===== src/rtl/arb_pkg.sv =====
// Shared types, sizes, reset values and the rotating-priority pick function
// for the four-way round-robin arbiter.
package arb_pkg;

  localparam int N_REQ = 4;
  localparam int IDX_W = 2;

  typedef enum logic {
    IDLE  = 1'b0,
    GRANT = 1'b1
  } arb_state_e;

  localparam logic [IDX_W-1:0] GNT_IDX_RST = '0;
  localparam logic [IDX_W-1:0] PTR_RST     = '0;

  // Scans ptr, ptr+1, ... (mod N_REQ); the nearest asserted request wins.
  // Result is meaningless when req is all-zero; callers gate on |req.
  function automatic logic [IDX_W-1:0] rr_pick(input logic [N_REQ-1:0] req,
                                               input logic [IDX_W-1:0] ptr);
    logic [IDX_W-1:0] idx;
    rr_pick = ptr;
    for (int k = N_REQ - 1; k >= 0; k--) begin
      idx = ptr + IDX_W'(k);
      if (req[idx]) rr_pick = idx;
    end
  endfunction

endpackage


===== src/rtl/onehot_dec2.sv =====
// Combinational 2-bit index to 4-bit one-hot decoder with enable;
// en_i=0 forces an all-zero output.
module onehot_dec2
  import arb_pkg::*;
(
  input  logic [IDX_W-1:0] idx_i,
  input  logic             en_i,
  output logic [N_REQ-1:0] onehot_o
);

  always_comb begin
    onehot_o = '0;
    if (en_i) onehot_o[idx_i] = 1'b1;
  end

endmodule


===== src/rtl/rr_arbiter4.sv =====
// Four-requester round-robin arbiter with per-grant hold limit; defining
// ARB_LOCK_EN adds a lock input that suppresses the hold-limit timeout.
// State | meaning: IDLE | no grant, arbitrate on req ; GRANT | gnt_idx owns the resource
module rr_arbiter4
  import arb_pkg::*;
#(
  parameter int MAX_HOLD = 8,
  parameter int CNT_W    = 8
) (
  input  logic             clk,
  input  logic             rst,
  input  logic [N_REQ-1:0] req,
`ifdef ARB_LOCK_EN
  input  logic             lock,
`endif
  output logic [N_REQ-1:0] gnt,
  output logic [IDX_W-1:0] gnt_idx,
  output logic             gnt_valid
);

  arb_state_e       state_q;
  logic [IDX_W-1:0] gnt_idx_q;
  logic             gnt_valid_q;
  logic [IDX_W-1:0] ptr_q;
  logic [CNT_W-1:0] hold_cnt_q;

  logic [IDX_W-1:0] winner_d;
  logic             hold_at_max;
  logic             hold_ext;

  assign winner_d    = rr_pick(req, ptr_q);
  assign hold_at_max = (hold_cnt_q == CNT_W'(MAX_HOLD - 1));

`ifdef ARB_LOCK_EN
  assign hold_ext = lock;
`else
  assign hold_ext = 1'b0;
`endif

  always_ff @(posedge clk or posedge rst) begin
    if (rst) begin
      state_q     <= IDLE;
      gnt_idx_q   <= GNT_IDX_RST;
      gnt_valid_q <= 1'b0;
      ptr_q       <= PTR_RST;
      hold_cnt_q  <= '0;
    end else begin
      case (state_q)
        IDLE: begin
          if (|req) begin
            gnt_idx_q   <= winner_d;
            gnt_valid_q <= 1'b1;
            hold_cnt_q  <= '0;
            state_q     <= GRANT;
          end
        end
        GRANT: begin
          if (!req[gnt_idx_q] || (hold_at_max && !hold_ext)) begin
            gnt_valid_q <= 1'b0;
            ptr_q       <= gnt_idx_q + 1'b1;
            state_q     <= IDLE;
          end else if (!hold_at_max) begin
            hold_cnt_q <= hold_cnt_q + 1'b1;
          end
          // locked at the limit: counter saturates, grant stays
        end
        default: begin
          gnt_valid_q <= 1'b0;
          state_q     <= IDLE;
        end
      endcase
    end
  end

  onehot_dec2 u_dec (
    .idx_i    (gnt_idx_q),
    .en_i     (gnt_valid_q),
    .onehot_o (gnt)
  );

  assign gnt_idx   = gnt_idx_q;
  assign gnt_valid = gnt_valid_q;

endmodule


===== config.mk =====
export PLATFORM = sky130hd
export DESIGN_NAME = rr_arbiter4
export DESIGN_NICKNAME = d
export VERILOG_FILES = /design/src/rtl/arb_pkg.sv /design/src/rtl/onehot_dec2.sv /design/src/rtl/rr_arbiter4.sv
export SDC_FILE = /design/constraint.sdc
export NUM_CORES = 1
export LEC_CHECK = 0
export BUFFER_PORTS_ARGS = -buffer_cell sky130_fd_sc_hd__buf_4
export CAP_MARGIN = 10
export CORE_MARGIN = 3
export CORE_UTILIZATION = 30
export CTS_CLUSTER_SIZE = 25
export DETAILED_ROUTE_END_ITERATION = 12
export GPL_TIMING_DRIVEN = 0
export PLACE_DENSITY_LB_ADDON = 0.15
export SLEW_MARGIN = 10
export SYNTH_ARGS = -nofsm -noshare
export SYNTH_HDL_FRONTEND = slang
export SYNTH_SLANG_ARGS = --single-unit

===== constraint.sdc =====
create_clock -name clk -period 2.1 [get_ports clk]
set_clock_uncertainty 0.1 [all_clocks]
set_input_delay 0.42 -clock clk [delete_from_list [all_inputs] [get_ports clk]]
set_output_delay 0.42 -clock clk [all_outputs]
set_load 0.02 [all_outputs]

After elaboration in Yosys (flattened, before gate mapping)
Index checks and enable logic that the tools add are counted.
{ "classes": {"n_eq_ne": 5, "n_mul": 0, "n_shift": 0, "div": 0, "add_sub_neg": 5, "bitwise_logic": 1, "n_lt_le_gt_ge": 6, "reduce_logical": 8, "mux": 27} }
{ "ops": {"columns": ["operator", "count"], "rows": [
  ["$mux 8", 3],
  ["$pmux 8 s2", 1],
  ["$lt 2x3->1 const B", 5],
  ["$bmux 1 s2", 5],
  ["$mux 1", 10],
  ["$add 8x1->8 const B", 1],
  ["$eq 8x3->1 const B", 1],
  ["$mux 2", 4],
  ["$ne 2x2->1 const B", 3],
  ["$reduce_and 2->1", 3],
  ["$add 2x1->2 const B", 2],
  ["$add 2x2->2 const B", 2],
  ["$mux 4", 1],
  ["$pmux 1 s2", 2],
  ["$reduce_or 4->1", 1],
  ["$reduce_and 3->1", 1],
  ["$demux 1 s2", 1],
  ["$ge 2x1->1 const B", 1],
  ["$ne 2x1->1 const B", 1],
  ["$logic_and 1x1->1", 1],
  ["$logic_not 1->1", 1],
  ["$logic_or 1x1->1", 1],
  ["$not 1->1", 1]
]} }
{ "totals": {"n_memories": 0, "wordCells": 57, "register_bits": 14, "ram_bits": 0, "romBits": 0, "latchBits": 0} }

Logic depth before layout (Yosys ltp)
Gate-level depths: netlist of run 1.
{ "logic_depth": {"depth_word": 7, "depth_mapped": 5, "mapped_depth_nobuf": 5} }

By module
From an unflattened synthesis of run 1, not the netlist that was laid out.
{ "hier_totals": {"cells_unflattened": 91, "hier_area_um2": 863.3} }
{ "by_module_without_submodules": {"columns": ["module", "area_per_inst_um2", "n_inst", "cells_each"], "rows": [
  ["rr_arbiter4", 825.8, 1, 87],
  ["onehot_dec2", 37.5, 1, 4]
]} }

Worst setup path after synthesis of run 1
Ideal clock, no wire load.
{ "synth_path": {"path_type": "register to register", "from": "register gnt_idx_q[1], in the netlist gnt_idx[1]", "to": "register ptr_q[1]", "setup_ps": 125, "n_path_buf": 0, "stages_incl_launch_ff": 5, "required_time_ps": 1875, "period_less_slack_ps": 1814, "slack_ps": 286, "arrival_ps": 1589, "path_cell_list": "dfrtp_1 mux4_2 o21ai_2 nand2_2 mux2_4"} }
{ "synth_between": {"elab_chain_cells": 5, "word_cells_on_any_way": 6, "cone_classes": "add/sub (1); mux (2); reduce/logical (3)"} }
{ "synth_lines": {"columns": ["element", "line_no", "rtl"], "rows": [
  ["from (decl)", "rr_arbiter4.sv:22", "logic [IDX_W-1:0] gnt_idx_q;"],
  ["from (signal assigned)", "rr_arbiter4.sv:51", "gnt_idx_q <= winner_d;"],
  ["$bmux 1 s2", "rr_arbiter4.sv:58", "if (!req[gnt_idx_q] || (hold_at_max && !hold_ext)) begin"],
  ["$mux 1 (implied by the code)", "rr_arbiter4.sv:58", null],
  ["$logic_not 1->1", "rr_arbiter4.sv:58", null],
  ["$logic_or 1x1->1", "rr_arbiter4.sv:58", null],
  ["$reduce_and 2->1 (no source line)", null, null],
  ["to (signal assigned)", "rr_arbiter4.sv:60", "ptr_q <= gnt_idx_q + 1'b1;"],
  ["to (decl)", "rr_arbiter4.sv:24", "logic [IDX_W-1:0] ptr_q;"]
]} }
Parallel ways exist; a longest one is shown, timed or not. The select of a mux whose other input is x is not followed.
A chain may end at the register's enable or synchronous reset.

Final worst setup path of run 1
{ "layout_path": {"from": "register gnt_idx_q[0], in the netlist gnt_idx[0]", "to": "output gnt[0]"} }
{ "layout_between": {"elab_chain_cells": 5, "word_cells_on_any_way": 6, "cone_classes": "order compare (2); mux (3); reduce/logical (1)"} }
{ "layout_lines": {"columns": ["element", "line_no", "rtl"], "rows": [
  ["$lt 2x3->1 (implied by the code) / $ge 2x1->1 (equally long branches)", "onehot_dec2.sv:13", "if (en_i) onehot_o[idx_i] = 1'b1;"],
  ["$logic_and 1x1->1 (implied by the code)", "onehot_dec2.sv:13", null],
  ["$mux 1 (implied by the code)", "onehot_dec2.sv:13", null],
  ["$demux 1 s2 (*)", null, null],
  ["$mux 4 (*)", "onehot_dec2.sv:13", null],
  ["to (decl)", "rr_arbiter4.sv:16", "output logic [N_REQ-1:0] gnt,"]
]} }
Mark *: on every way between the ends. The rest lies on a longest branch, timed or not.

==> summary.md, run 1 <==
| Metric | Value |
|---|---|
| Seq cells post-synth | `14` |
| Layout fillers | `263` |
| Ports | `13` |
| Routed WL | `1710 microns` |
| Mapped Cells | `86` |
| Hold Vio Cnt, Final | `0` |
| Startpoint Class | `flop` |
| Most frequent cells in the layout | `dfrtp_1 (14), buf_4 (12), inv_1 (11)` |
| Critical Path RT | `1580 ps` |
| Die Ht | `59.4 microns` |
| Bufs on Longest Clock Path | `2` |
| Gp weighted congestion | `0.855` |
| Grt ovf | `0` |
| Top cells by area, synth | `dfrtp_1 (41%), ha_1 (7.3%), inv_1 (4.8%), mux2i_1 (3.5%), and2_1 (2.9%)` |
| RSZ-0062 raised after global routing | `no` |
| Total CTS buffers | `3` |
| Vias in the first global route | `627` |
| CP arrival | `1380 ps` |
| FF-to-FF setup slack | `280 ps` |
| Dpl ws | `273 ps` |
| Final setup viols | `0` |
| Area of the mapped netlist | `856 sq um` |
| Max-slew violations | `0` |
| Leak | `0.000470 uW` |
| Commonest non-fill, non-tap cell in the layout | `dfrtp_1` |
| Avg Cell Area, Syn | `9.95 sq um` |
| Status | `finished clean` |
| Critical R2R Launch | `hold_cnt_q[0]` |
| Crit-path max FO | `7` |
| Global-route wire length before repair | `3020 microns` |
| HPWL Detailed | `1330 microns` |
| Fmax | `526 MHz` |
| Post-route antenna net violation count | `0` |
| CTS resizes | `0` |
| Worst r2r path cells | `5` |
| Worst skew pair latency | `280 ps` |
| Post-synthesis sequential area ratio | `40.9%` |
| Syn_nets | `97` |
| Final Critical Period | `1900 ps` |
| Yosys top cell area share | `40.9%` |
| Clock sinks | `14` |
| Maximum number of pins on one net before global-route repair | `15` |
| H-tree depth | `1` |
| Multi-input gate area | `460 sq um` |
| Die W | `59.4 microns` |
| Max Cap Violations | `0` |
| Synth-to-layout area growth | `19.2%` |
| DRC | `0` |
| Worst-margin pin slew | `531 ps` |
| Rel. slew slack | `64.6%` |
| Register area | `350 sq um` |
| Via count | `677` |
| VDD IR max | `0.000711 V` |
| Period utilization | `90.5%` |
| End of the worst register-to-register path | `ptr_q[1]` |
| Root Driver | `clkbuf_4` |
| CP Capture Type | `output port` |
| Core Box Area | `2590 sq um` |
| Nets | `114` |
| FP Rows | `18` |
| Hold_buf cts | `0` |
| 1st-pass router iterations | `4` |
| Ant diodes | `0` |
| Avg WL per Cell | `12.9 microns` |
| Iter 0 DRT Violations | `19` |
| Setup TNS | `0 ps` |
| CP Class | `reg2out` |
| Vias per cell | `5.13` |
| Post-route setup slack | `200 ps` |
| Pwr dens | `1250 nW/um^2` |
| Synthesis Warnings | `0` |
| Postcts setup bufs | `0` |
| Die Area | `3530 sq um` |
| Share of layout cells above drive strength 1 | `25.5%` |
| Synth area leader | `dfrtp_1` |
| Antenna violations before repair | `0` |
| Starting Density | `33.0%` |
| Min-Delay Path Class | `in2async` |
| Yosys cell types | `32` |
| Gr usage total | `11.3%` |
| PortBufs | `12` |
| Clock-pin slew on the worst setup and hold paths | `90 ps` |
| CTS tree | `yes` |
-- area by class of cell --
| cell class | count | area share (%) |
|---|---|---|
| repair buffers | 12 | 8.83 |
| clock buffers | 4 | 3.56 |
| well taps | 30 | 3.68 |
| flip-flops and latches | 14 | 34.4 |
| plain buffers | 1 | 0.368 |
| inverters | 11 | 4.05 |
| multi-input cells | 60 | 45.2 |
-- critical path: stages, from the launching register on --
cell and delay [ps]:
dfrtp_1 500, inv_1 100, ha_1 200, and2_1 150, buf_4 150
-- cell usage after synthesis --
cell type  number
dfrtp_1        14
inv_1          11
nand2_1         6
ha_1            5
o21ai_0         5
and2_1          4
nand3_1         4
nor2_1          4
a21oi_1         3
mux2i_1         3
o211ai_1        3
nor2b_1         2
nor3_1          2
o31ai_1         2
a21o_1          1
a221o_1         1
a22oi_1         1
a22oi_2         1
a2bb2oi_1       1
clkbuf_1        1
mux2_4          1
mux4_2          1
nand2_2         1
nand4_2         1
nor4_2          1
o211ai_2        1
o21ai_2         1
o221ai_1        1
o22ai_1         1
o41ai_1         1
or3b_4          1
or4b_4          1
-- power breakdown --
part | total, uW | leakage (uW) | internal, uW | switching, uW
combinational | 607 | 0.000270 | 278 | 329
sequential | 476 | 0.000179 | 355 | 121
clock | 195 | 0.0000210 | 105 | 90.0
-- metal layers --
layer | GRT usage [%] | share of wire (%) | vias to the layer above
li1 | - | - | 341
met1 | 16.1 | 49 | 321
met2 | 16.7 | 46 | 11
met3 | 2.61 | 3.9 | 4
met4 | 3.88 | 1.4 | 0
met5 | 0 | 0 | -
-- logic make-up after synthesis --
family / Yosys count / synth area share (%)
simple gates: 27 / 18.9
compound gates: 23 / 19.7
flops: 14 / 40.9
buf+inv: 12 / 5.26
mux: 5 / 7.89
fa+ha+maj: 5 / 7.31
-- per-stage QoR --
stage	util (%)	power [uW]	std cells	cell area, sq um	hold slack, ps
after floorplan	-	891	86	856	209
final	39.4	1280	132	1020	74.8
after detailed placement	38.0	1100	128	983	384
after CTS	39.4	1300	132	1020	104
after global placement	38.0	1090	128	983	391
after global routing	39.4	1400	132	1020	122
-- how the worst max path moves through the flow --
stage / slack, ps / end / cells past startpoint / startpoint
2_1_floorplan: 290 / ptr_q[1] / 4 / gnt_idx[1]
3_3_place_gp: 260 / ptr_q[1] / 5 / req[3]
3_5_place_dp: 270 / ptr_q[1] / 5 / req[3]
4_1_cts: 180 / gnt[0] / 4 / gnt_idx[0]
5_1_grt: 80 / gnt[0] / 4 / gnt_idx[0]
6_report: 200 / gnt[0] / 4 / gnt_idx[0]
-- flip-flops by register name, summed over array words and instances, names as in the netlist --
signal,flops
state_q,1
gnt_idx,2
gnt_valid,1
hold_cnt_q,8
ptr_q,2
No activity file was read; power rests on OpenSTA's default activity.
==> inputs of run 2 (changes only) <==
Settings changed: PLACE_DENSITY_LB_ADDON 0.15 to default.
==> summary.md, run 2 (same netlist as run 1, synthesis figures left out) <==
| Metric | Value |
|---|---|
| Status | `finished clean` |
| Min-Delay Path Class | `in2async` |
| PortBufs | `12 (unchanged)` |
| Via count | `692 (+2.2%)` |
| Rel. slew slack | `64.7% (+0.18 points)` |
| Die Area | `3530 sq um (unchanged)` |
| Worst-margin pin slew | `528 ps (-2.63 ps)` |
| Largest register by flop count | `hold_cnt_q` |
| Die W | `59.4 microns (unchanged)` |
| Synth-to-layout area growth | `19.2% (unchanged)` |
| HPWL Detailed | `1350 microns (+1.4%)` |
| Fmax | `532 MHz (+1.1%)` |
| Iter 0 DRT Violations | `8 (-11)` |
| Root Driver | `clkbuf_4` |
| CP arrival | `1360 ps (-20 ps)` |
| Hold Vio Cnt, Final | `0 (unchanged)` |
| Worst skew pair latency | `280 ps (about the same)` |
| Grt ovf | `0 (unchanged)` |
| FP Rows | `18 (unchanged)` |
| Global-route wire length before repair | `2990 microns (-1.2%)` |
| Startpoint Class | `flop` |
| Die Ht | `59.4 microns (unchanged)` |
| CTS tree | `yes` |
| Dpl ws | `272 ps (-1.02 ps)` |
| Postcts setup bufs | `0 (unchanged)` |
| Antenna violations before repair | `0 (unchanged)` |
| Total CTS buffers | `3 (unchanged)` |
| Leak | `0.000470 uW (unchanged)` |
| RSZ-0062 raised after global routing | `no` |
| Starting Density | `33.0% (unchanged)` |
| Critical Path RT | `1580 ps (about the same)` |
| H-tree depth | `1 (unchanged)` |
| Post-route setup slack | `220 ps (+19.8 ps)` |
| Clock-pin slew on the worst setup and hold paths | `80 ps (about the same)` |
| DRC | `0 (unchanged)` |
| Hold_buf cts | `0 (unchanged)` |
| Crit-path max FO | `7 (unchanged)` |
| Max-slew violations | `0 (unchanged)` |
| Avg WL per Cell | `12.9 microns (-0.41%)` |
| Post-route antenna net violation count | `0 (unchanged)` |
| Vias per cell | `5.24 (+2.2%)` |
| Gp weighted congestion | `0.790 (-7.5%)` |
| Most frequent cells in the layout | `dfrtp_1 (14), buf_4 (12), inv_1 (11)` |
| Ports | `13 (unchanged)` |
| 1st-pass router iterations | `4 (unchanged)` |
| Setup TNS | `0 ps (unchanged)` |
| Bufs on Longest Clock Path | `2 (unchanged)` |
| Pwr dens | `1250 nW/um^2 (-0.23%)` |
| Max reg flops | `8 (unchanged)` |
| Period utilization | `89.5% (-0.94 points)` |
| Routed WL | `1700 microns (-0.41%)` |
| CP Capture Type | `output port` |
| Nets | `114 (unchanged)` |
| Core Box Area | `2590 sq um (unchanged)` |
| Max Cap Violations | `0 (unchanged)` |
| Maximum number of pins on one net before global-route repair | `15 (unchanged)` |
| Vias in the first global route | `698 (+11%)` |
| Commonest non-fill, non-tap cell in the layout | `dfrtp_1` |
| Gr usage total | `11.4% (+0.050 points)` |
| CP Class | `reg2out` |
| Final Critical Period | `1880 ps (-19.8 ps)` |
| Final setup viols | `0 (unchanged)` |
| VDD IR max | `0.000687 V (-3.3%)` |
| CTS resizes | `0 (unchanged)` |
| Clock sinks | `14 (unchanged)` |
| Ant diodes | `0 (unchanged)` |
| Share of layout cells above drive strength 1 | `25.5% (unchanged)` |
run 2: path summary, 6_finish.rpt:
path | startpoint | to | slack, ps | cells after the start
max | gnt_idx[0] | gnt[0] | 220 | 4
min | rst | hold_cnt_q[1] | 70 | 2
max reg2reg | hold_cnt_q[0] | ptr_q[1] | 280 | 5
min reg2reg | hold_cnt_q[7] | hold_cnt_q[7] | 390 | 1
max in group asynchronous | rst | hold_cnt_q[3] | 1480 | 2
min in group clk | hold_cnt_q[7] | hold_cnt_q[7] | 390 | 1
run 2: layer usage:
metal  routed length [microns]  global-route usage (%)  vias to the layer above
met1                       783                    13.6                      328
li1                          -                       -                      342
met4                        48                    6.80                        0
met2                       752                    18.4                       17
met3                       115                    2.61                        5
met5                         0                       0                        -
run 2: cell type report:
type                       count  area [sq um]
clock buffer                   4          36.3
sequential                    14           350
timing repair buffer          12          90.1
inverter                      11          41.3
tap                           30          37.5
multi-input combinational     60           460
fill                         267          1570
buffer                         1          3.75
run 2: critical path: stages, from the launching register on:
cell and delay, ps:
dfrtp_1 480, inv_1 100, ha_1 200, and2_1 150, buf_4 150
run 2: power breakdown:
group / leakage [uW] / total [uW] / switching, uW / internal, uW
Combinational: 0.000270 / 609 / 332 / 277
Clock: 0.0000210 / 194 / 88.2 / 106
Sequential: 0.000179 / 473 / 118 / 355
run 2: stage by stage:
stage          util, %  total power, uW  std cells  instance area (sq um)  hold WS, ps
2_1_floorplan        -              891         86                    856          209
3_3_place_gp      38.0             1080        128                    983          379
3_5_place_dp      38.0             1090        128                    983          380
4_1_cts           39.4             1300        132                   1020         76.1
5_1_grt           39.4             1390        132                   1020         88.4
6_report          39.4             1280        132                   1020         68.4
==> inputs of run 3 (changes only) <==
Settings changed: RECOVER_POWER from default to 100.
Clock period 2.1 ns to 2 ns, I/O delays scaled along.
==> summary.md, run 3 (same netlist as run 1, synthesis figures left out) <==
| Metric | Value |
|---|---|
| Status | `finished clean` |
| Most frequent cells in the layout | `dfrtp_1 (14), inv_1 (11), nand2_1 (7)` |
| VDD IR max | `0.000593 V (-14%)` |
| Leak | `0.000445 uW (-5.4%)` |
| Worst-margin pin slew | `526 ps (-1.95 ps)` |
| FF-to-FF setup slack | `140 ps (-140 ps)` |
| CP Class | `reg2reg` |
| Register area | `350 sq um (unchanged)` |
| Worst path top cell family by delay | `simple AND/OR/NAND/NOR gates` |
| Antenna violations before repair | `0 (unchanged)` |
| Critical Path RT | `2070 ps (+490 ps)` |
| Maximum number of pins on one net before global-route repair | `15 (unchanged)` |
| Pwr Total | `1260 uW (-1.5%)` |
| Clock-pin slew on the worst setup and hold paths | `80 ps (about the same)` |
| Share of layout cells above drive strength 1 | `17.6% (-7.8 points)` |
| WL met1 | `783 microns (unchanged)` |
| Placed cell area | `983 sq um (unchanged)` |
| Root Driver | `clkbuf_4` |
| Vias in the first global route | `698 (unchanged)` |
| Startpoint Class | `flop` |
| Vias per cell | `5.24 (unchanged)` |
| First element of the critical path | `hold_cnt_q[0]` |
| CP arrival | `1940 ps (+580 ps)` |
| Ant diodes | `0 (unchanged)` |
| Post-route cell area | `983 sq um (-3.6%)` |
| CP Capture Type | `flop` |
| Final Critical Period | `1860 ps` |
| H-tree depth | `1 (unchanged)` |
| Core Box Area | `2590 sq um (unchanged)` |
| Multi-input gate area | `447 sq um (-3.0%)` |
| CP Cell Sequence | `ha_1 > or3b_1 > o21ai_2 > nand2_1 > mux2_1` |
| Bufs on Longest Clock Path | `2 (unchanged)` |
| Placed Instances | `128 (unchanged)` |
| Hold Vio Cnt, Final | `0 (unchanged)` |
| Post-route antenna net violation count | `0 (unchanged)` |
| CTS resizes | `0 (unchanged)` |
| Die Area | `3530 sq um (unchanged)` |
| Final setup viols | `0 (unchanged)` |
| Iter 0 DRT Violations | `12 (+4)` |
| PortBufs | `12 (unchanged)` |
| Met2 wire len | `749 microns (-0.40%)` |
| Worst r2r path cells | `5 (unchanged)` |
| Clock sinks | `14 (unchanged)` |
| Layout fillers | `275 (+3.0%)` |
| Max reg flops | `8 (unchanged)` |
| Nets | `114 (unchanged)` |
| FP Rows | `18 (unchanged)` |
| HPWL Detailed | `1350 microns (unchanged)` |
| Crit-path max FO | `4 (-3)` |
| DRC | `0 (unchanged)` |
| Final Util | `38.0% (-1.4 points)` |
| Global-route wire length before repair | `2990 microns (unchanged)` |
| RSZ-0062 raised after global routing | `no` |
| Grt ovf | `0 (unchanged)` |
| Starting Density | `33.0% (unchanged)` |
| Fmax | `537 MHz` |
| Commonest non-fill, non-tap cell in the layout | `dfrtp_1` |
| Setup TNS | `0 ps (unchanged)` |
| Hold_buf cts | `0 (unchanged)` |
| Die Ht | `59.4 microns (unchanged)` |
| CTS tree | `yes` |
| Avg WL per Cell | `12.9 microns (+0.18%)` |
| Rel. slew slack | `64.9% (+0.13 points)` |
| Gp weighted congestion | `0.790 (unchanged)` |
| Pwr dens | `1280 nW/um^2 (+2.1%)` |
| DR WL met3 | `121 microns (+5.2%)` |
| Postcts setup bufs | `0 (unchanged)` |
| Total CTS buffers | `3 (unchanged)` |
| Gr usage total | `11.4% (unchanged)` |
| Routed WL | `1700 microns (+0.18%)` |
| Min-Delay Path Class | `in2async` |
| Layout Cells excl Fill | `132 (unchanged)` |
| CP max-delay cell | `or3b_1` |
| Ports | `13 (unchanged)` |
| Synth-to-layout area growth | `14.9%` |
| Critical R2R Launch | `hold_cnt_q[0]` |
| Slowest stage delay, CP | `430 ps (-50 ps)` |
| Worst skew pair latency | `280 ps (about the same)` |
| Max-slew violations | `0 (unchanged)` |
| Max Cap Violations | `0 (unchanged)` |
| Die W | `59.4 microns (unchanged)` |
| End of the worst register-to-register path | `ptr_q[1]` |
| 1st-pass router iterations | `4 (unchanged)` |
| Period utilization | `93.2%` |
| Critical path buffers and inverters | `0 (-2)` |
| Uppermost routed layer | `met4` |
| Largest register by flop count | `hold_cnt_q` |
| Via count | `692 (unchanged)` |
run 3: changes by cell type in the layout (fill, tap and decap cells not counted), sizes merged:
cell	change
buf	-8
clkbuf	+8
run 3: how the worst max path moves through the flow:
stage               endpoint  cells past startpoint
floorplan           ptr_q[1]                      4
global placement    ptr_q[1]                      5
detailed placement  ptr_q[1]                      5
CTS                   gnt[0]                      4
global route        ptr_q[1]                      5
finish              ptr_q[1]                      5
run 3: per-layer routing:
metal	track usage [%]	vias up
met5	0	-
met4	6.80	0
met3	2.61	5
met2	18.4	19
met1	13.6	325
li1	-	343
run 3: stage by stage:
step                setup slack [ps]  hold slack [ps]
floorplan                        186              189
global placement                 186              377
detailed placement               182              380
CTS                              110             56.1
global route                    42.0             70.8
finish                           137             48.9
run 3: power by group:
group	switching, uW	internal (uW)	total (uW)	leakage (uW)
Combinational	338	222	560	0.000244
Clock	92.7	111	204	0.0000210
Sequential	121	373	494	0.000179
run 3: worst register-to-register path, cell delays in order, from the launching register on:
cell     delay [ps]
dfrtp_1         400
ha_1            200
or3b_1          430
o21ai_2         180
nand2_1         110
mux2_1          330
run 3: area by class of cell:
type	instances	share of cell area [%]
buffer	1	0.382
clock buffer	4	3.69
inverter	11	4.20
multi-input combinational	60	45.4
sequential	14	35.6
tap	30	3.82
timing repair buffer	12	6.87
